**src/rtl/tug_scorer_if.sv**
```systemverilog
// Tug-of-war scorer interface.
// Groups the player buttons, the controller handshake (clear, leds_on,
// led_control) and the scorer results (winrnd, leds, winner, scores).
//   master : drives buttons and controller signals, observes results
//   slave  : the scorer itself
interface tug_scorer_if #(
  parameter int NPOS = 7,
  parameter int SW   = 4
) ();
  logic            pbl;
  logic            pbr;
  logic            clear;
  logic            leds_on;
  logic [1:0]      led_control;
  logic            winrnd;
  logic [NPOS-1:0] leds;
  logic [1:0]      winner;
  logic [SW-1:0]   score_l;
  logic [SW-1:0]   score_r;

  modport master (
    output pbl, pbr, clear, leds_on, led_control,
    input  winrnd, leds, winner, score_l, score_r
  );

  modport slave (
    input  pbl, pbr, clear, leds_on, led_control,
    output winrnd, leds, winner, score_l, score_r
  );
endinterface

```
**src/rtl/tug_scorer.sv**
```systemverilog
// Tug-of-war rope-position datapath.
// Converts debounced button levels into push events, moves the rope
// position, detects a win (one-cycle winrnd pulse back to the controller),
// drives the LED bar and keeps saturating per-player win counts.
// Ports:
//   clk  - system clock
//   rst  - asynchronous, active-high reset
//   bus  - tug_scorer_if.slave: pbl/pbr buttons, clear/leds_on/led_control
//          from the controller; winrnd, leds, winner, score_l, score_r out
module tug_scorer #(
  parameter int NPOS = 7,
  parameter int SW   = 4
) (
  input logic        clk,
  input logic        rst,
  tug_scorer_if.slave bus
);
  localparam int             PW   = $clog2(NPOS);
  localparam logic [PW-1:0]  CTR  = PW'((NPOS - 1) / 2);
  localparam logic [PW-1:0]  LAST = PW'(NPOS - 1);
  localparam logic [SW-1:0]  SMAX = '1;

  logic [PW-1:0]   pos;
  logic            pbl_q;
  logic            pbr_q;
  logic            clear_q;
  logic            lockout;
  logic            winrnd_q;
  logic [1:0]      winner_q;
  logic [SW-1:0]   score_l_q;
  logic [SW-1:0]   score_r_q;

  logic            push_l;
  logic            push_r;
  logic            round_start;
  logic            at_end;
  logic            frozen;
  logic            step_up;
  logic            step_dn;
  logic [NPOS-1:0] leds_c;

  assign push_l      = bus.pbl & ~pbl_q;
  assign push_r      = bus.pbr & ~pbr_q;
  assign round_start = clear_q & ~bus.clear;
  assign at_end      = (pos == '0) || (pos == LAST);

  // The win is registered one cycle after pos reaches an end, so lockout is
  // not yet set in that cycle; at_end blocks moves until it is.
  assign frozen = bus.clear | round_start | lockout | at_end;

  // In Dark a push is a false start and moves the rope the other way.
  always_comb begin
    step_up = 1'b0;
    step_dn = 1'b0;
    if (!frozen && (push_l ^ push_r)) begin
      if (bus.leds_on) begin
        step_dn = push_l;
        step_up = push_r;
      end else begin
        step_up = push_l;
        step_dn = push_r;
      end
    end
  end

  always_ff @(posedge clk or posedge rst) begin
    if (rst) begin
      pos       <= CTR;
      pbl_q     <= 1'b0;
      pbr_q     <= 1'b0;
      clear_q   <= 1'b1;
      lockout   <= 1'b0;
      winrnd_q  <= 1'b0;
      winner_q  <= 2'b00;
      score_l_q <= '0;
      score_r_q <= '0;
    end else begin
      pbl_q    <= bus.pbl;
      pbr_q    <= bus.pbr;
      clear_q  <= bus.clear;
      winrnd_q <= 1'b0;
      if (round_start) begin
        pos      <= CTR;
        winner_q <= 2'b00;
        lockout  <= 1'b0;
      end else if (!bus.clear && !lockout && at_end) begin
        winrnd_q <= 1'b1;
        lockout  <= 1'b1;
        if (pos == '0) begin
          winner_q <= 2'b01;
          if (score_l_q != SMAX) score_l_q <= score_l_q + 1'b1;
        end else begin
          winner_q <= 2'b10;
          if (score_r_q != SMAX) score_r_q <= score_r_q + 1'b1;
        end
      end else if (step_up) begin
        pos <= pos + 1'b1;
      end else if (step_dn) begin
        pos <= pos - 1'b1;
      end
    end
  end

  always_comb begin
    leds_c = '0;
    if (bus.leds_on) begin
      if (bus.led_control == 2'b11) leds_c = '1;
      else if (bus.led_control[1])  leds_c[pos] = 1'b1;
    end
  end

  assign bus.leds    = leds_c;
  assign bus.winrnd  = winrnd_q;
  assign bus.winner  = winner_q;
  assign bus.score_l = score_l_q;
  assign bus.score_r = score_r_q;
endmodule

```
**src/flat_wrapper.sv**
```systemverilog
// flat-port wrapper written by rule: the top's interface ports become plain ports
module tug_scorer_flat 
#(
  parameter int NPOS = 7,
  parameter int SW   = 4
)
  (clk, rst, bus_pbl, bus_pbr, bus_clear, bus_leds_on, bus_led_control, bus_winrnd, bus_leds, bus_winner, bus_score_l, bus_score_r);
  tug_scorer_if #(.NPOS(NPOS), .SW(SW)) bus_i ();
  input logic clk;
  input logic rst;
  input wire logic [$bits(bus_i.pbl)-1:0] bus_pbl;
  input wire logic [$bits(bus_i.pbr)-1:0] bus_pbr;
  input wire logic [$bits(bus_i.clear)-1:0] bus_clear;
  input wire logic [$bits(bus_i.leds_on)-1:0] bus_leds_on;
  input wire logic [$bits(bus_i.led_control)-1:0] bus_led_control;
  output wire logic [$bits(bus_i.winrnd)-1:0] bus_winrnd;
  output wire logic [$bits(bus_i.leds)-1:0] bus_leds;
  output wire logic [$bits(bus_i.winner)-1:0] bus_winner;
  output wire logic [$bits(bus_i.score_l)-1:0] bus_score_l;
  output wire logic [$bits(bus_i.score_r)-1:0] bus_score_r;
  assign bus_i.pbl = bus_pbl;
  assign bus_i.pbr = bus_pbr;
  assign bus_i.clear = bus_clear;
  assign bus_i.leds_on = bus_leds_on;
  assign bus_i.led_control = bus_led_control;
  assign bus_winrnd = bus_i.winrnd;
  assign bus_leds = bus_i.leds;
  assign bus_winner = bus_i.winner;
  assign bus_score_l = bus_i.score_l;
  assign bus_score_r = bus_i.score_r;
  tug_scorer #(.NPOS(NPOS), .SW(SW)) u_core (.clk(clk), .rst(rst), .bus(bus_i));
endmodule
```
**config.mk**
```make
export PLATFORM = sky130hd
export DESIGN_NAME = tug_scorer_flat
export DESIGN_NICKNAME = d
export VERILOG_FILES = /design/src/rtl/tug_scorer_if.sv /design/src/rtl/tug_scorer.sv /design/src/flat_wrapper.sv
export SDC_FILE = /design/constraint.sdc
export NUM_CORES = 1
export LEC_CHECK = 0
export ABC_CLOCK_PERIOD_IN_PS = 7650
export BUFFER_PORTS_ARGS = -buffer_cell sky130_fd_sc_hd__buf_2
export CAP_MARGIN = 40
export CORE_ASPECT_RATIO = 0.7
export CORE_UTILIZATION = 25
export CTS_CLUSTER_DIAMETER = 100
export DETAILED_ROUTE_END_ITERATION = 7
export GPL_TIMING_DRIVEN = 0
export MAX_ROUTING_LAYER = met4
export PLACE_DENSITY = 0.53
export SLEW_MARGIN = 20
export SYNTH_ARGS = -nofsm -noshare
export SYNTH_HDL_FRONTEND = slang
export SYNTH_SLANG_ARGS = --single-unit
```
**constraint.sdc**
```tcl
create_clock -name clk -period 7.65 [get_ports clk]
set_clock_uncertainty 0.2 [all_clocks]
set_input_delay 1.1475 -clock clk [delete_from_list [all_inputs] [get_ports clk]]
set_output_delay 1.1475 -clock clk [all_outputs]
set_load 0.1 [all_outputs]
```
# After elaboration in Yosys (flattened, before gate mapping)
# Index checks and enable logic that the tools add are counted.
# word_totals
register_bits	18
latch_bits	0
ram_bits	0
romBits	0
in_bits	8
out_inout_bits	18
memories	0
# classes
add_sub_neg	4
multipliers	0
div_mod_pow	0
n_lt_le_gt_ge	2
eq_ne	5
n_shift	0
mux	20
bitwise_logic	12
n_reduce_logical	14
# ops
op	count
$mux W7	3
$mux W3	4
$mux W1	9
$add A4 B1 Y4 const B	2
$ne A4 B4 Y1 const B	2
$reduce_and A4 Y1	2
$mux W2	3
$not A1 Y1	5
$logic_and A1 B1 Y1	4
$lt A3 B4 Y1 const B	1
$add A3 B1 Y3 const B	1
$and A1 B1 Y1	3
$demux W1 S3	1
$eq A3 B3 Y1 const B	1
$ge A3 B1 Y1 const B	1
$logic_not A1 Y1	3
$logic_not A3 Y1	1
$or A1 B1 Y1	3
$reduce_bool A3 Y1	1
$sub A3 B1 Y3 const B	1
$eq A2 B2 Y1 const B	1
$ne A2 B1 Y1 const B	1
$reduce_and A2 Y1	1
$reduce_bool A2 Y1	1
other kinds (2)	2

# Logic depth before layout (Yosys ltp)
# Gate-level depths: netlist of run 1.
# logic_depth
word_depth	12
depth_mapped	9
mapped_depth_nobuf	8

# Worst setup path after synthesis of run 1
# OpenSTA, ideal clock, no wires.
# synth_path
path_kind	input-to-output
start	in bus_leds_on
end	out bus_leds[0]
t_arrival_ns	2.751
path_slack_ns	3.551
cell_stages	2
path_cell_list	nand2_1 a21oi_1
# synth_via
elab_chain_cells	1
# synth_rtl
element	line_no	rtl
from (decl)	flat_wrapper.sv:14	input wire logic [$bits(bus_i.leds_on)-1:0] bus_leds_on;
$mux W7	tug_scorer.sv:106	if (bus.leds_on) begin
to (decl)	flat_wrapper.sv:17	output wire logic [$bits(bus_i.leds)-1:0] bus_leds;
# No other way between the ends.

# Worst setup path in the final report of run 1
# layout_path
start	in bus_leds_on
end	out bus_leds[3]
# The elaborated chain is that of the path after synthesis.

==> reports/metrics.csv, run 1 <==
metric;value;unit
worst max-slew margin expressed relative to the limit;0.538;
via count of the first global-routing pass;707;
sum of negative setup slack;0;ns
leading cell types in the layout, fill and taps excluded;buf_2, dfrtp_1, nor2_1, a21oi_1, nand2_1;
Net Count, Synth;105;
vias after detailed routing;752;
worst hold start;u_core.bus.winner[0]$_DFFE_PP0P_;
Top Metal Used;met4;
Worst Tran Pin Value;0.693;ns
num rows;18;
routed wl met3;75;um
setup repair after global routing missed its margin;false;
final critical-path setup slack;4.32;ns
category of the most critical setup path;in -> out;
count of warnings emitted by yosys;0;
Hold Crit Class;reg -> reg;
cell chain of the critical path;buf_2, nand2_1, nor2_1, buf_2;
FILL cells;389;
library cell contributing the largest single delay on the critical path;buf_2;
via/cell ratio;4.35;
worst path buffer plus inverter count;2;
worst vdd rail ir drop;0.109;mV
Post-Syn Area;968;um2
final global-route overflow total;0;
TritonCTS clock tree;built;
post-CTS setup buffers;0;
Die Y;54.1;um
Req. time, crit path;6.30;ns
net total in the final layout;135;
worst reg2reg startpoint;u_core.pos[0]$_DFFE_PP1P_;
CTS max path bufs;2;
share of the yosys chip area belonging to registers;0.469;
worst slack at placement;4.31;ns
CTS clk-pin slew, worst paths;0.06;ns
leakage power;0.589;nW
largest incremental delay on the critical path;0.44;ns
minimum clock period;3.33;ns
total setup violations reported at the end of the flow;0;
flip-flop and latch area;454;um2
share of final-layout standard cells stronger than drive strength 1;0.341;
number of max-cap violations;0;
# port buffers;25;
kind of cell with the highest combined delay on the critical path;buffers and inverters;
arrival time at the worst endpoint;1.98;ns
antenna violations before repair;0;
half-perimeter wire length of the detailed placement result;1390;um
Post-Route Utilization;0.333;
number of hold violations in the final report;0;
outcome;finished clean;
Post-CTS Hold Buffers;0;
Core Footprint;3600;um2
die span in x;76.4;um
post-route clock period utilization;0.435;
Max Slew Vio Count;0;
number of DRC markers after the initial detailed-route iteration;10;
flops & latches, synth;18;
largest fanout on the critical path;7;
Clock Root Buffer;clkbuf_8;
area added between synthesis and finish;24.0;%
met2 layer wire length in the routed design;783;um
Final Routed Wirelength;1820;um
Critical R2R Capture;u_core.pos[2]$_DFFE_PP0P_;
Post-Syn Instances;94;
power density cells;240;nW/um2
last weighted congestion value of the routability-driven placer;0.818;
Max Clk Rate;300;MHz
Clock Sinks;18;
most common cell after layout, fill and taps aside;buf_2;
Antenna Nets Post-Route;0;
CP most frequent cell;buf_2;
total clock buffers created by CTS;3;
multi-input gate area in the final layout;488;um2
count of unresolved DRC violations after routing;0;
number of distinct library cell variants in the gate-level netlist after synthesis;30;
Min-Delay Path Depth;1;
total chip power;0.288;mW
worst-case register-to-register setup slack;5.00;ns
insertion delay of the later-clocked pin in the worst-skew pair;0.25;ns
total I/O pin count;26;
metal1 wirelength;945;um
number of antenna repair diodes;0;
category of the worst setup path launch point;input port;
hold worst-path end;u_core.bus.winner[0]$_DFFE_PP0P_;
capturing element type of the critical path;primary output;
largest net degree at the start of global routing;19;
Initial Utilization;0.269;
number of detailed-route iterations in the first pass;4;
number of gates resized after CTS;0;
depth of the worst register-to-register path;8;
total track usage;0.103;
detail-routed net length per standard cell;10.5;um
die area;4130;um2
maximum level of the CTS H-tree;1;
average instance area after synthesis;10.3;um2
wire length of the first global-routing pass;3120;um
Yosys cell counts, drive strengths merged:
| library cell | number | share of area |
|---|---|---|
| nor2b | 2 | 0.013 |
| inv | 3 | 0.012 |
| nand3 | 2 | 0.010 |
| fa | 1 | 0.021 |
| nand3b | 1 | 0.0078 |
| xnor2 | 5 | 0.045 |
| or3 | 2 | 0.023 |
| ha | 2 | 0.026 |
| nand2b | 5 | 0.032 |
| o21bai | 1 | 0.0078 |
| nor3 | 2 | 0.015 |
| a21o | 2 | 0.017 |
| mux2 | 4 | 0.047 |
| nor2 | 15 | 0.074 |
| nand2 | 6 | 0.023 |
| dfstp | 3 | 0.081 |
| clkbuf | 1 | 0.0039 |
| a21oi | 10 | 0.052 |
| buf | 1 | 0.012 |
| a31oi | 1 | 0.0065 |
| nand4 | 2 | 0.013 |
| and2b | 2 | 0.017 |
| dfrtp | 15 | 0.39 |
| mux2i | 4 | 0.041 |
| nor4 | 2 | 0.013 |
metal layers:
metal	vias to the layer above	global-route usage
li1	383	-
met1	354	0.120
met2	13	0.168
met3	2	0.0407
met4	0	0.0288
met5	-	-
state kept, by name, summed over array words and instances, names as in the netlist:
signal	cells
u_core.bus.winrnd	1
u_core.bus.score_l	4
u_core.pbl_q	1
u_core.clear_q	1
u_core.pos	3
u_core.lockout	1
u_core.pbr_q	1
u_core.bus.winner	2
u_core.bus.score_r	4
per-stage QoR:
stage                     hold WS, ns  cells  cell area, um2
final                           0.276    173            1200
after global routing            0.302    173            1200
after CTS                       0.282    173            1200
after detailed placement        0.266    169            1160
after global placement          0.266    169            1160
after floorplan                 0.290     94             968
worst reg2reg max path, cell delays in order (launching register included):
cell and delay [ns]:
dfstp_2 0.56, clkbuf_1 0.32, nor3_1 0.13, nor3_2 0.39
nand2_1 0.12, fa_1 0.40, xnor2_1 0.18, xnor2_1 0.14
mux2i_1 0.09
where the power goes:
| part | total [mW] | leakage [nW] | internal [mW] | switching [mW] |
|---|---|---|---|---|
| registers | 0.116 | 0.234 | 0.106 | 0.00981 |
| logic | 0.106 | 0.332 | 0.0235 | 0.0826 |
| clock network | 0.0662 | 0.0228 | 0.0369 | 0.0293 |
| total | 0.288 | 0.589 | 0.167 | 0.122 |
layout make-up:
class                      instances  area share
tap                               50      0.0521
sequential                        18       0.378
timing repair buffer              25       0.104
multi-input combinational         71       0.406
buffer                             2      0.0125
clock buffer                       4      0.0375
inverter                           3     0.00938
cell families (layout without fill, tap and decap cells):
logic type	Yosys count	in the layout	share of synthesized area
DFF	18	18	0.469
adders and majority gates	3	3	0.0465
muxes	8	8	0.0879
buffers and inverters	5	34	0.0271
AOI/OAI and AO/OA	14	14	0.0827
and+or+nand+nor	41	41	0.242
xor gates and xnor gates	5	5	0.0452
worst max path at each step:
stage | to | startpoint | depth (start not counted)
floorplan | bus_leds[0] | bus_leds_on | 2
global route | bus_leds[0] | bus_leds_on | 4
finish | bus_leds[3] | bus_leds_on | 4
detailed placement | bus_leds[6] | bus_leds_on | 4
CTS | bus_leds[6] | bus_leds_on | 4
global placement | bus_leds[0] | bus_leds_on | 4
No activity file was read; power rests on OpenSTA's default activity.
==> run 2, diff against run 1 <==
Settings changed: ABC_CLOCK_PERIOD_IN_PS 7650 to 2900, PLACE_DENSITY 0.53 to 0.55.
Clock period 7.65 ns to 2.9 ns, I/O delays scaled along.
==> run 2 against run 1 <==
Compared with the run above: via count is 2.0% higher; critical path depth increased by 4; worst hold slack got worse by 0.19 ns; die area is the same; cell area rose by 1.1%; first-iteration DRC count increased to 5.3 times the previous value; sequential cell count is the same; non-clock buffer count did not move; cell count did not move; worst setup slack got worse by 4.1 ns; clock power grew to 3.0 times the previous value; total power rose to 2.7 times the previous value; critical endpoint is now u_core.pos[2]$_DFFE_PP0P_.
==> reports/metrics.csv, run 2 (same netlist as run 1, synthesis figures left out) <==
metric;value;unit;change
kind of cell with the highest combined delay on the critical path;simple AND/OR/NAND/NOR gates;;was buffers and inverters
post-CTS setup buffers;0;;unchanged
largest net degree at the start of global routing;19;;unchanged
via/cell ratio;4.43;;was 4.35
largest incremental delay on the critical path;0.56;ns;was 0.44 ns
final instance area;1210;um2;was 1200 um2
final global-route overflow total;0;;unchanged
Max Slew Vio Count;0;;unchanged
category of the most critical setup path;reg -> reg;;was in -> out
Clock Root Buffer;clkbuf_8;;unchanged
Worst Tran Pin Value;0.699;ns;was 0.693 ns
cell chain of the critical path;clkbuf_1, nor3_1, nor3_2, nand2_1, fa_1, xnor2_1, xnor2_1, mux2i_1;;was buf_2, nand2_1, nor2_1, buf_2
number of detailed-route iterations in the first pass;5;;was 4
Clock Sinks;18;;unchanged
Core Footprint;3600;um2;unchanged
arrival time at the worst endpoint;2.60;ns;was 1.98 ns
Max Clk Rate;373;MHz;
worst path buffer plus inverter count;1;;was 2
capturing element type of the critical path;register;;was primary output
num rows;18;;unchanged
Post-CTS Hold Buffers;0;;unchanged
cell depth of the worst setup path;8;;was 4
total clock buffers created by CTS;3;;unchanged
die span in x;76.4;um;unchanged
outcome;finished clean;;unchanged
largest fanout on the critical path;10;;was 7
net total in the final layout;135;;unchanged
TritonCTS clock tree;built;;unchanged
final critical-path setup slack;0.219;ns;was 4.32 ns
number of hold violations in the final report;0;;unchanged
worst max-slew margin expressed relative to the limit;0.534;;was 0.538
worst setup path start;u_core.pos[0]$_DFFE_PP1P_;;was bus_leds_on
CTS clk-pin slew, worst paths;0.07;ns;was 0.06 ns
area added between synthesis and finish;25.5;%;was 24.0%
# port buffers;25;;unchanged
most common cell after layout, fill and taps aside;buf_2;;unchanged
total setup violations reported at the end of the flow;0;;unchanged
Final Routed Wirelength;1940;um;was 1820 um
minimum clock period;2.68;ns;
setup repair after global routing missed its margin;false;;unchanged
leakage power;0.595;nW;was 0.589 nW
worst reg2reg startpoint;u_core.pos[0]$_DFFE_PP1P_;;unchanged
Initial Utilization;0.269;;unchanged
last weighted congestion value of the routability-driven placer;0.767;;was 0.818
leading cell types in the layout, fill and taps excluded;buf_2, dfrtp_1, nor2_1, a21oi_1, nand2_1;;unchanged
half-perimeter wire length of the detailed placement result;1510;um;was 1390 um
depth of the worst register-to-register path;8;;unchanged
worst-case register-to-register setup slack;0.22;ns;was 5.00 ns
number of antenna repair diodes;0;;unchanged
destination of the critical timing path;u_core.pos[2]$_DFFE_PP0P_;;was bus_leds[3]
share of final-layout standard cells stronger than drive strength 1;0.358;;was 0.341
Req. time, crit path;2.82;ns;was 6.30 ns
count of unresolved DRC violations after routing;0;;unchanged
number of DRC markers after the initial detailed-route iteration;53;;was 10
Critical R2R Capture;u_core.pos[2]$_DFFE_PP0P_;;unchanged
die area;4130;um2;unchanged
power density cells;650;nW/um2;was 240 nW/um2
category of the worst setup path launch point;register;;was input port
number of gates resized after CTS;0;;unchanged
worst vdd rail ir drop;0.362;mV;was 0.109 mV
maximum level of the CTS H-tree;1;;unchanged
CP most frequent cell;xnor2_1;;was buf_2
via count of the first global-routing pass;719;;was 707
Antenna Nets Post-Route;0;;unchanged
library cell contributing the largest single delay on the critical path;dfstp_2;;was buf_2
sum of negative setup slack;0;ns;unchanged
insertion delay of the later-clocked pin in the worst-skew pair;0.25;ns;about the same
wire length of the first global-routing pass;3360;um;was 3120 um
total track usage;0.112;;was 0.103
Hold Crit Class;in -> async;;was reg -> reg
worst slack at placement;0.216;ns;was 4.31 ns
post-route clock period utilization;0.924;;
detail-routed net length per standard cell;11.2;um;was 10.5 um
FILL cells;392;;was 389
CTS max path bufs;2;;unchanged
cell area after placement;1160;um2;about the same
total I/O pin count;26;;unchanged
total chip power;0.790;mW;was 0.288 mW
vias after detailed routing;767;;was 752
number of max-cap violations;0;;unchanged
Die Y;54.1;um;unchanged
antenna violations before repair;0;;unchanged
## run 2: layout make-up
class	count	area [um2]	share of cell area
Multi-Input combinational cell	71	492	0.405
Sequential cell	18	454	0.374
Timing Repair Buffer	25	125	0.103
Tap cell	50	62.6	0.0515
Clock buffer	4	55.1	0.0453
Buffer	2	15.0	0.0124
Inverter	3	11.3	0.00927
## run 2: metal layers
| metal | routed length (um) | global-route usage | vias to the layer above |
|---|---|---|---|
| met1 | 898 | 0.132 | 367 |
| met2 | 952 | 0.188 | 23 |
| met3 | 89 | 0.0407 | 0 |
| li1 | - | - | 377 |
| met5 | 0 | - | - |
| met4 | 0 | 0.0192 | 0 |
## run 2: worst min path at each step
stage,from,to,cells after the start
detailed placement,u_core.bus.winner[1]$_DFFE_PP0P_,u_core.bus.winner[1]$_DFFE_PP0P_,1
finish,rst,u_core.pbl_q$_DFF_PP0_,2
floorplan,rst,u_core.bus.score_l[0]$_DFFE_PP0P_,1
global placement,u_core.bus.winner[1]$_DFFE_PP0P_,u_core.bus.winner[1]$_DFFE_PP0P_,1
global route,bus_pbr,u_core.pbr_q$_DFF_PP0_,1
CTS,rst,u_core.pbl_q$_DFF_PP0_,2
## run 2: report_power, final
group	switching, mW	internal [mW]	leakage [nW]	total (mW)
combinational	0.220	0.0623	0.332	0.282
clock	0.0796	0.120	0.0288	0.200
sequential	0.0274	0.280	0.234	0.307
total	0.327	0.463	0.595	0.790
## run 2: per-stage QoR
step / utilization / cells / hold slack (ns)
final: 0.337 / 173 / 0.0819
after detailed placement: 0.322 / 169 / 0.268
after global placement: 0.322 / 169 / 0.262
after global routing: 0.337 / 173 / 0.0938
after floorplan: - / 94 / 0.171
after CTS: 0.337 / 173 / 0.0971
